**src/rtl/reg_writeback_pkg.sv**
```systemverilog
// Shared types and constants for the register writeback stage.
package reg_writeback_pkg;

  localparam int unsigned WB_DATA_W = 32;
  localparam int unsigned WB_ADDR_W = 4;
  localparam int unsigned MODE_W    = 5;
  localparam int unsigned PC_IDX    = 15;

  localparam logic [MODE_W-1:0] MODE_USR = 5'b10000;
  localparam logic [MODE_W-1:0] MODE_FIQ = 5'b10001;
  localparam logic [MODE_W-1:0] MODE_IRQ = 5'b10010;
  localparam logic [MODE_W-1:0] MODE_SVC = 5'b10011;
  localparam logic [MODE_W-1:0] MODE_ABT = 5'b10111;
  localparam logic [MODE_W-1:0] MODE_UND = 5'b11011;
  localparam logic [MODE_W-1:0] MODE_SYS = 5'b11111;

  // addr sits in the MSBs so the queue can expose it as a per-entry tag.
  typedef struct packed {
    logic [WB_ADDR_W-1:0] addr;
    logic [WB_DATA_W-1:0] data;
    logic [MODE_W-1:0]    mode;
    logic                 set_flags;
    logic [3:0]           flags;
  } wb_entry_t;

endpackage

```
**src/rtl/wb_queue.sv**
```systemverilog
// Generic in-order queue: circular storage, head/tail pointers, occupancy
// counter and per-entry valid bits with the top TAG_W bits exposed per slot.
module wb_queue #(
  parameter int unsigned WIDTH = 8,
  parameter int unsigned TAG_W = 4,
  parameter int unsigned DEPTH = 4
) (
  input  logic                            clk_i,
  input  logic                            rst_ni,
  input  logic                            push_i,
  input  logic [WIDTH-1:0]                wdata_i,
  input  logic                            pop_i,
  input  logic                            flush_i,
  output logic [WIDTH-1:0]                rdata_o,
  output logic [DEPTH-1:0]                vld_o,
  output logic [DEPTH-1:0][TAG_W-1:0]     tag_o,
  output logic [$clog2(DEPTH):0]          count_o
);

  localparam int unsigned PtrW = $clog2(DEPTH);
  localparam int unsigned CntW = $clog2(DEPTH) + 1;

  logic [DEPTH-1:0][WIDTH-1:0] mem_q;
  logic [PtrW-1:0]             head_q, head_d, tail_q, tail_d;
  logic [CntW-1:0]             count_q, count_d;
  logic [DEPTH-1:0]            vld_q, vld_d;
  logic                        push_ok, pop_ok;

  assign push_ok = push_i && !flush_i;
  assign pop_ok  = pop_i && !flush_i;

  always_comb begin
    head_d  = head_q;
    tail_d  = tail_q;
    count_d = count_q;
    vld_d   = vld_q;
    if (flush_i) begin
      head_d  = tail_q;
      count_d = '0;
      vld_d   = '0;
    end else begin
      if (push_ok) begin
        tail_d        = tail_q + 1'b1;
        vld_d[tail_q] = 1'b1;
      end
      if (pop_ok) begin
        head_d        = head_q + 1'b1;
        vld_d[head_q] = 1'b0;
      end
      count_d = count_q + CntW'(push_ok) - CntW'(pop_ok);
    end
  end

  always_ff @(posedge clk_i or negedge rst_ni) begin
    if (!rst_ni) begin
      head_q  <= '0;
      tail_q  <= '0;
      count_q <= '0;
      vld_q   <= '0;
      mem_q   <= '0;
    end else begin
      head_q  <= head_d;
      tail_q  <= tail_d;
      count_q <= count_d;
      vld_q   <= vld_d;
      if (push_ok) begin
        mem_q[tail_q] <= wdata_i;
      end
    end
  end

  always_comb begin
    for (int i = 0; i < int'(DEPTH); i++) begin
      tag_o[i] = mem_q[i][WIDTH-1 -: TAG_W];
    end
  end

  assign rdata_o = mem_q[head_q];
  assign vld_o   = vld_q;
  assign count_o = count_q;

endmodule

```
**src/rtl/reg_writeback.sv**
```systemverilog
// Writeback stage in front of the register bank: in-order result queue,
// pending-write hazard detection and PC write flagging.
// Optional CPSR flag path enabled by defining REG_WRITEBACK_CPSR_EN.
module reg_writeback
  import reg_writeback_pkg::*;
#(
  parameter int unsigned DATA_W = WB_DATA_W,
  parameter int unsigned ADDR_W = WB_ADDR_W,
  parameter int unsigned DEPTH  = 4
) (
  input  logic                   clk_i,
  input  logic                   rst_ni,
  input  logic                   in_valid_i,
  output logic                   in_ready_o,
  input  logic [ADDR_W-1:0]      in_addr_i,
  input  logic [DATA_W-1:0]      in_data_i,
  input  logic [4:0]             in_mode_i,
  input  logic                   in_set_flags_i,
  input  logic [3:0]             in_flags_i,
  input  logic                   flush_i,
  input  logic                   bank_busy_i,
  output logic                   wr_en_o,
  output logic [ADDR_W-1:0]      wr_addr_o,
  output logic [DATA_W-1:0]      wr_data_o,
  output logic [4:0]             wr_mode_o,
  output logic                   pc_wr_o,
  input  logic [ADDR_W-1:0]      rd_addr_a_i,
  input  logic [ADDR_W-1:0]      rd_addr_b_i,
  output logic                   hazard_a_o,
  output logic                   hazard_b_o,
  output logic [$clog2(DEPTH):0] count_o
`ifdef REG_WRITEBACK_CPSR_EN
  ,
  output logic                   cpsr_wr_en_o,
  output logic [3:0]             cpsr_flags_o
`endif
);

  localparam int unsigned CntW   = $clog2(DEPTH) + 1;
  localparam int unsigned EntryW = $bits(wb_entry_t);
`ifdef REG_WRITEBACK_CPSR_EN
  localparam int unsigned QueueW = EntryW;
`else
  // Flag fields are not stored when the CPSR path is compiled out.
  localparam int unsigned QueueW = EntryW - 5;
`endif

  wb_entry_t                        push_entry, head_entry;
  logic [QueueW-1:0]                q_wdata, q_rdata;
  logic [CntW-1:0]                  count;
  logic [DEPTH-1:0]                 vld;
  logic [DEPTH-1:0][WB_ADDR_W-1:0]  tags;
  logic                             push;

  assign in_ready_o = (count < CntW'(DEPTH)) && !flush_i;
  assign push       = in_valid_i && in_ready_o;
  assign wr_en_o    = (count != '0) && !bank_busy_i && !flush_i;

  always_comb begin
    push_entry      = '0;
    push_entry.addr = WB_ADDR_W'(in_addr_i);
    push_entry.data = WB_DATA_W'(in_data_i);
    push_entry.mode = in_mode_i;
`ifdef REG_WRITEBACK_CPSR_EN
    push_entry.set_flags = in_set_flags_i;
    push_entry.flags     = in_flags_i;
`endif
  end

`ifdef REG_WRITEBACK_CPSR_EN
  assign q_wdata      = push_entry;
  assign head_entry   = q_rdata;
  assign cpsr_wr_en_o = wr_en_o && head_entry.set_flags;
  assign cpsr_flags_o = head_entry.flags;
`else
  assign q_wdata    = push_entry[EntryW-1:5];
  assign head_entry = {q_rdata, 5'b0};
  logic unused_flags;
  assign unused_flags = ^{in_set_flags_i, in_flags_i, push_entry.set_flags, push_entry.flags,
                          head_entry.set_flags, head_entry.flags};
`endif

  wb_queue #(
    .WIDTH (QueueW),
    .TAG_W (WB_ADDR_W),
    .DEPTH (DEPTH)
  ) u_queue (
    .clk_i   (clk_i),
    .rst_ni  (rst_ni),
    .push_i  (push),
    .wdata_i (q_wdata),
    .pop_i   (wr_en_o),
    .flush_i (flush_i),
    .rdata_o (q_rdata),
    .vld_o   (vld),
    .tag_o   (tags),
    .count_o (count)
  );

  assign wr_addr_o = ADDR_W'(head_entry.addr);
  assign wr_data_o = DATA_W'(head_entry.data);
  assign wr_mode_o = head_entry.mode;
  assign pc_wr_o   = wr_en_o && (wr_addr_o == ADDR_W'(PC_IDX));
  assign count_o   = count;

  // Mode is deliberately ignored: any queued write to the index stalls the read.
  always_comb begin
    hazard_a_o = 1'b0;
    hazard_b_o = 1'b0;
    for (int i = 0; i < int'(DEPTH); i++) begin
      if (vld[i] && (tags[i] == WB_ADDR_W'(rd_addr_a_i))) hazard_a_o = 1'b1;
      if (vld[i] && (tags[i] == WB_ADDR_W'(rd_addr_b_i))) hazard_b_o = 1'b1;
    end
  end

endmodule
```
**config.mk**
```make
export PLATFORM = sky130hd
export DESIGN_NAME = reg_writeback
export DESIGN_NICKNAME = d
export VERILOG_FILES = /design/src/rtl/reg_writeback_pkg.sv /design/src/rtl/wb_queue.sv /design/src/rtl/reg_writeback.sv
export SDC_FILE = /design/constraint.sdc
export NUM_CORES = 1
export LEC_CHECK = 0
export ABC_AREA = 0
export BUFFER_PORTS_ARGS = -buffer_cell sky130_fd_sc_hd__buf_2
export CORE_MARGIN = 1
export CORE_UTILIZATION = 25
export CTS_CLUSTER_SIZE = 10
export DETAILED_ROUTE_END_ITERATION = 10
export GPL_TIMING_DRIVEN = 0
export SKIP_LAST_GASP = 1
export SLEW_MARGIN = 15
export SYNTH_ARGS = -nofsm -noshare
export SYNTH_HDL_FRONTEND = slang
export SYNTH_SLANG_ARGS = --single-unit
```
**constraint.sdc**
```tcl
create_clock -name clk_i -period 3.1 [get_ports clk_i]
set_input_delay 0.465 -clock clk_i [delete_from_list [all_inputs] [get_ports clk_i]]
set_output_delay 0.465 -clock clk_i [all_outputs]
set_load 0.1 [all_outputs]
```
-- After elaboration in Yosys (flattened, before gate mapping)
Index checks and enable logic that the tools add are counted.
- register bits after elaboration: 175
- output and inout port bits: 49
- logic and storage cells: 76
- add/subtract/negate cells: 4
- order comparisons: 5
- eq/ne operators: 9
- mux-type cells: 24
- bitwise gates (word level): 4
- reductions and logical operators: 22
- operators with widths (cell ; count):
    164-bit bitwise mux ; 1
    41-bit binary-select mux with 2-bit select ; 1
    41-bit demux with 2-bit select ; 1
    41-bit two-way mux ; 2
    4-bit == test ; 8
    1-bit logical AND ; 17
    4-bit two-way mux ; 4
    1-bit two-way mux ; 10
    2-bit by 3-bit < comparator with 1-bit output (second input constant) ; 2
    2-bit by 1-bit adder with 2-bit output (second input constant) ; 2
    4-bit AND ; 1
    1-bit demux with 2-bit select ; 2
    4-bit == test (second input constant) ; 1
    2-bit by 1-bit greater-or-equal comparator with 1-bit output (second input constant) ; 2
    2-bit two-way mux ; 2
    4-bit inverter ; 1
    4-bit bitwise OR ; 1
    3-bit by 1-bit adder with 3-bit output ; 1
    3-bit < comparator (second input constant) ; 1
    3-bit two-way mux ; 1
    3-bit nonzero test ; 1
    3-bit by 1-bit subtractor with 3-bit output ; 1
    1-bit logical NOT ; 2
    2-bit AND reduction ; 1
    other kinds (2) ; 2

-- Longest topological paths before layout
- word-level depth: 10
- depth in mapped cells: 9

-- Cells and area by module
From an unflattened synthesis, not the netlist that was laid out.
- cells, all modules: 525
- area, all modules: 8959.8 µm²
- by module, submodules not included (module ; instances ; cells an instance ; area each (µm²) ; seq. area each (µm²)):
    wb_queue ; 1 ; 468 ; 8549.4 ; 4379.2
    reg_writeback ; 1 ; 57 ; 410.4 ; 0.0

-- Worst setup path after synthesis
OpenSTA, ideal clock, no wires.
- kind: register -> output
- start: reg u_queue.count_q[2], in the netlist u_queue.count_o[2]
- end: out wr_en_o
- arrival time: 3.264 ns
- path slack: -0.629 ns
- stages on the path, launching flop included: 3
- path through: dfrtp_1 -> nor3_1 -> nor3_1
- longest elaborated chain between the ends: 3
- ends and longest elaborated chain (element ; RTL line ; text):
    from (decl) ; wb_queue.sv:25 ; logic [CntW-1:0] count_q, count_d;
    from (signal assigned) ; wb_queue.sv:64 ; count_q <= count_d;
    3-bit nonzero test ; reg_writeback.sv:57 ; assign wr_en_o = (count != '0) && !bank_busy_i && !flush_i;
    1-bit logical AND (2 in series) ; reg_writeback.sv:57 ;
    to (decl) ; reg_writeback.sv:22 ; output logic wr_en_o,
Every way passes these cells.

-- Final worst setup path
- start: reg u_queue.head_q[1]
- end: out wr_data_o[13]
- longest elaborated chain between the ends: 2
- ends and longest elaborated chain (element ; RTL line ; text):
    from (decl) ; wb_queue.sv:24 ; logic [PtrW-1:0] head_q, head_d, tail_q, tail_d;
    from (signal assigned) ; wb_queue.sv:56 ; head_q <= '0;
    from (signal assigned) ; wb_queue.sv:62 ; head_q <= head_d;
    41-bit binary-select mux with 2-bit select ; wb_queue.sv:78 ; assign rdata_o = mem_q[head_q];
    41-bit two-way mux (not written as such) ; wb_queue.sv:78 ;
    to (decl) ; reg_writeback.sv:24 ; output logic [DATA_W-1:0] wr_data_o,
Every way passes these cells. The select of a mux whose other input is x is not followed.

==> summary.md <==
| Metric | Value |
|---|---|
| Rel. slew slack | `0.487` |
| Initial detailed-routing violation count | `146` |
| Layout Skew | `0.00692 ns` |
| Startpoint Class | `flip-flop` |
| Setup bufs post-CTS | `0` |
| H-tree depth | `4` |
| Die Span X | `183 um` |
| Tightest Pin Transition | `0.770 ns` |
| Total CTS buffers | `17` |
| # diodes | `0` |
| Critical Path RT | `2.63 ns` |
| Area share of the largest cell type after synthesis | `0.536` |
| Routed wire length | `18300 um` |
| Post-Syn Area | `8180 um2` |
| Fin crit share | `0.949` |
| Clock tree from TritonCTS | `built` |
| Final Hold Vio Count | `0` |
| Post-Syn Instances | `516` |
| Final setup fails | `0` |
| Library cells used by synthesis | `26` |
| Most common cell after layout, fill and taps aside | `dfrtp_1` |
| Max clock buf depth | `2` |
| # Max-Cap Violations | `0` |
| R2R cell count | `9` |
| CTS Sinks | `175` |
| CTS Hold Buffers Added | `0` |
| Post-layout min period | `2.94 ns` |
| Initial antenna violation count | `0` |
| Total track usage | `0.120` |
| Dominant cells by area after synthesis | `dfrtp_1, mux2_1, mux4_2, xor2_1, ha_1` |
| Synthesized Nets | `586` |
| IO Pins | `108` |
| Syn-to-layout area delta | `21.0%` |
| DRC violations left | `0` |
| CTS root buf | `clkbuf_16` |
| RSZ-0062 raised after global routing | `false` |
| Slew Limit Fails | `0` |
| First-pass GRT wire length | `30000 um` |
| # rows | `65` |
| Final #Nets | `705` |
| GRT overflow | `0` |
| Later-pin clock latency in the skew report | `0.43 ns` |
| Synth Register Bits | `175` |
| CP endpoint kind | `output port` |
| Status | `finished, final reports clean` |
| DR pass1 iterations | `4` |
| Die area | `33400 um2` |
| Post-route ant nets | `0` |
| Synth warnings | `0` |
| # port buffers | `100` |
| Core area | `31900 um2` |
| Critical path peak fanout | `10` |
| CTS resizes | `1` |
| Via Count | `4667` |
| Reg-to-Reg End | `u_queue.count_o[2]` |
| Fmax | `0.340 GHz` |
| Number of global-route vias before repair | `5141` |
| Setup CP Type | `reg2out` |
| Area leader, netlist | `dfrtp_1` |
| Seq/Total Area, Yosys | `0.536` |
| Initial core utilization | `0.256` |
| Worst hold-check path type | `in2async` |
| Placed Instances | `1052` |
| Reg clk slew, reported paths | `0.07 ns` |
| Leading cell types in the layout, fill and taps excluded | `dfrtp_1, mux2_1, buf_2` |
| Post-DP HPWL | `12500 um` |
| Largest net degree at the start of global routing | `89` |
| Layout cells sized above 1 | `0.323` |
| Final cell count without fillers | `1083` |
| Die H | `183 um` |
| Drt wl/cell | `16.9 um` |
| WP data arrival | `2.48 ns` |
| Synth Area per Inst | `15.8 um2` |
| Vias per cell | `4.31` |
| Final RePlAce weighted congestion | `0.776` |
| Reg-to-reg slack, setup | `0.68 ns` |
| R2R Path Start | `u_queue.count_o[2]` |
## metal layers
| layer | vias to the layer above | wire length [um] | track usage |
|---|---|---|---|
| met4 | 0 | 194 | 0.0357 |
| li1 | 2113 | - | - |
| met2 | 85 | 8890 | 0.193 |
| met3 | 12 | 691 | 0.0294 |
| met1 | 2457 | 8500 | 0.159 |
| met5 | - | 0 | 0 |
## stage by stage
step	area [um2]	setup TNS [ns]	hold WS (ns)	worst slack, ns	util
CTS	9880	0	0.0553	0.0248	0.310
detailed placement	9270	0	0.469	0.280	0.291
floorplan	8180	0	0.169	0.216	-
finish	9890	0	0.0332	0.157	0.310
global route	9890	0	0.0821	0.0135	0.310
global placement	9230	-242.65	0.462	-1.41	0.289
## flip-flops by register name, summed over array words and instances (netlist names)
register	count
u_queue.tag_o	16
u_queue.mem_q	148
u_queue.vld_o	4
u_queue.count_o	3
u_queue.tail_q	2
u_queue.head_q	2
## final cells by class
class	instances	area [um2]
flip-flops and latches	175	4380
clock inverters	12	149
multi-input cells	301	3530
repair buffers	101	538
inverters	7	26.3
clock buffers	20	467
fillers	3228	22000
plain buffers	32	259
well taps	435	544
## cell usage after synthesis
master and count:
ha_1 10, clkbuf_1 5, buf_6 10, nor2b_1 1
nand2_1 4, nor2_1 8, xor2_1 25, o21ai_1 1
dfrtp_1 175, nor3b_4 1, and2_1 4, inv_1 7
buf_2 5, xnor2_1 11, mux2i_1 1, mux4_2 41
a211oi_2 4, buf_1 1, mux2_1 164, buf_4 12
nand3_1 9, nor3_1 11, nor2_2 1, nand4_1 2
fa_1 1, o21ai_0 2
## critical path, cell delays in order, from the launching register on
cell and delay, ns:
dfrtp_1 0.37, buf_2 0.26, clkbuf_1 0.62, mux4_2 0.37, buf_2 0.43
## worst max-delay path by stage
stage / slack (ns) / from / cells past startpoint / end
floorplan: 0.22 / u_queue.count_o[2] / 2 / wr_en_o
global placement: -1.41 / rst_ni / 1 / u_queue.mem_q[134]
detailed placement: 0.28 / u_queue.head_q[1] / 5 / wr_data_o[31]
CTS: 0.02 / u_queue.head_q[1] / 4 / wr_data_o[22]
global route: 0.01 / u_queue.head_q[1] / 4 / wr_data_o[17]
finish: 0.16 / u_queue.head_q[1] / 4 / wr_data_o[13]
## cells by family (layout without fill, tap and decap cells)
kind of cell,count (synthesis),count (layout),synth area share
fa+ha+maj,11,11,0.0178
simple gates,41,41,0.0262
buf+inv,40,172,0.0338
mux,206,206,0.340
flops,175,175,0.536
compound gates,7,7,0.00796
xor+xnor,36,36,0.0386
Power is not shown: default switching activity piles up to over one toggle a cycle in this logic, so the estimate is an artifact.
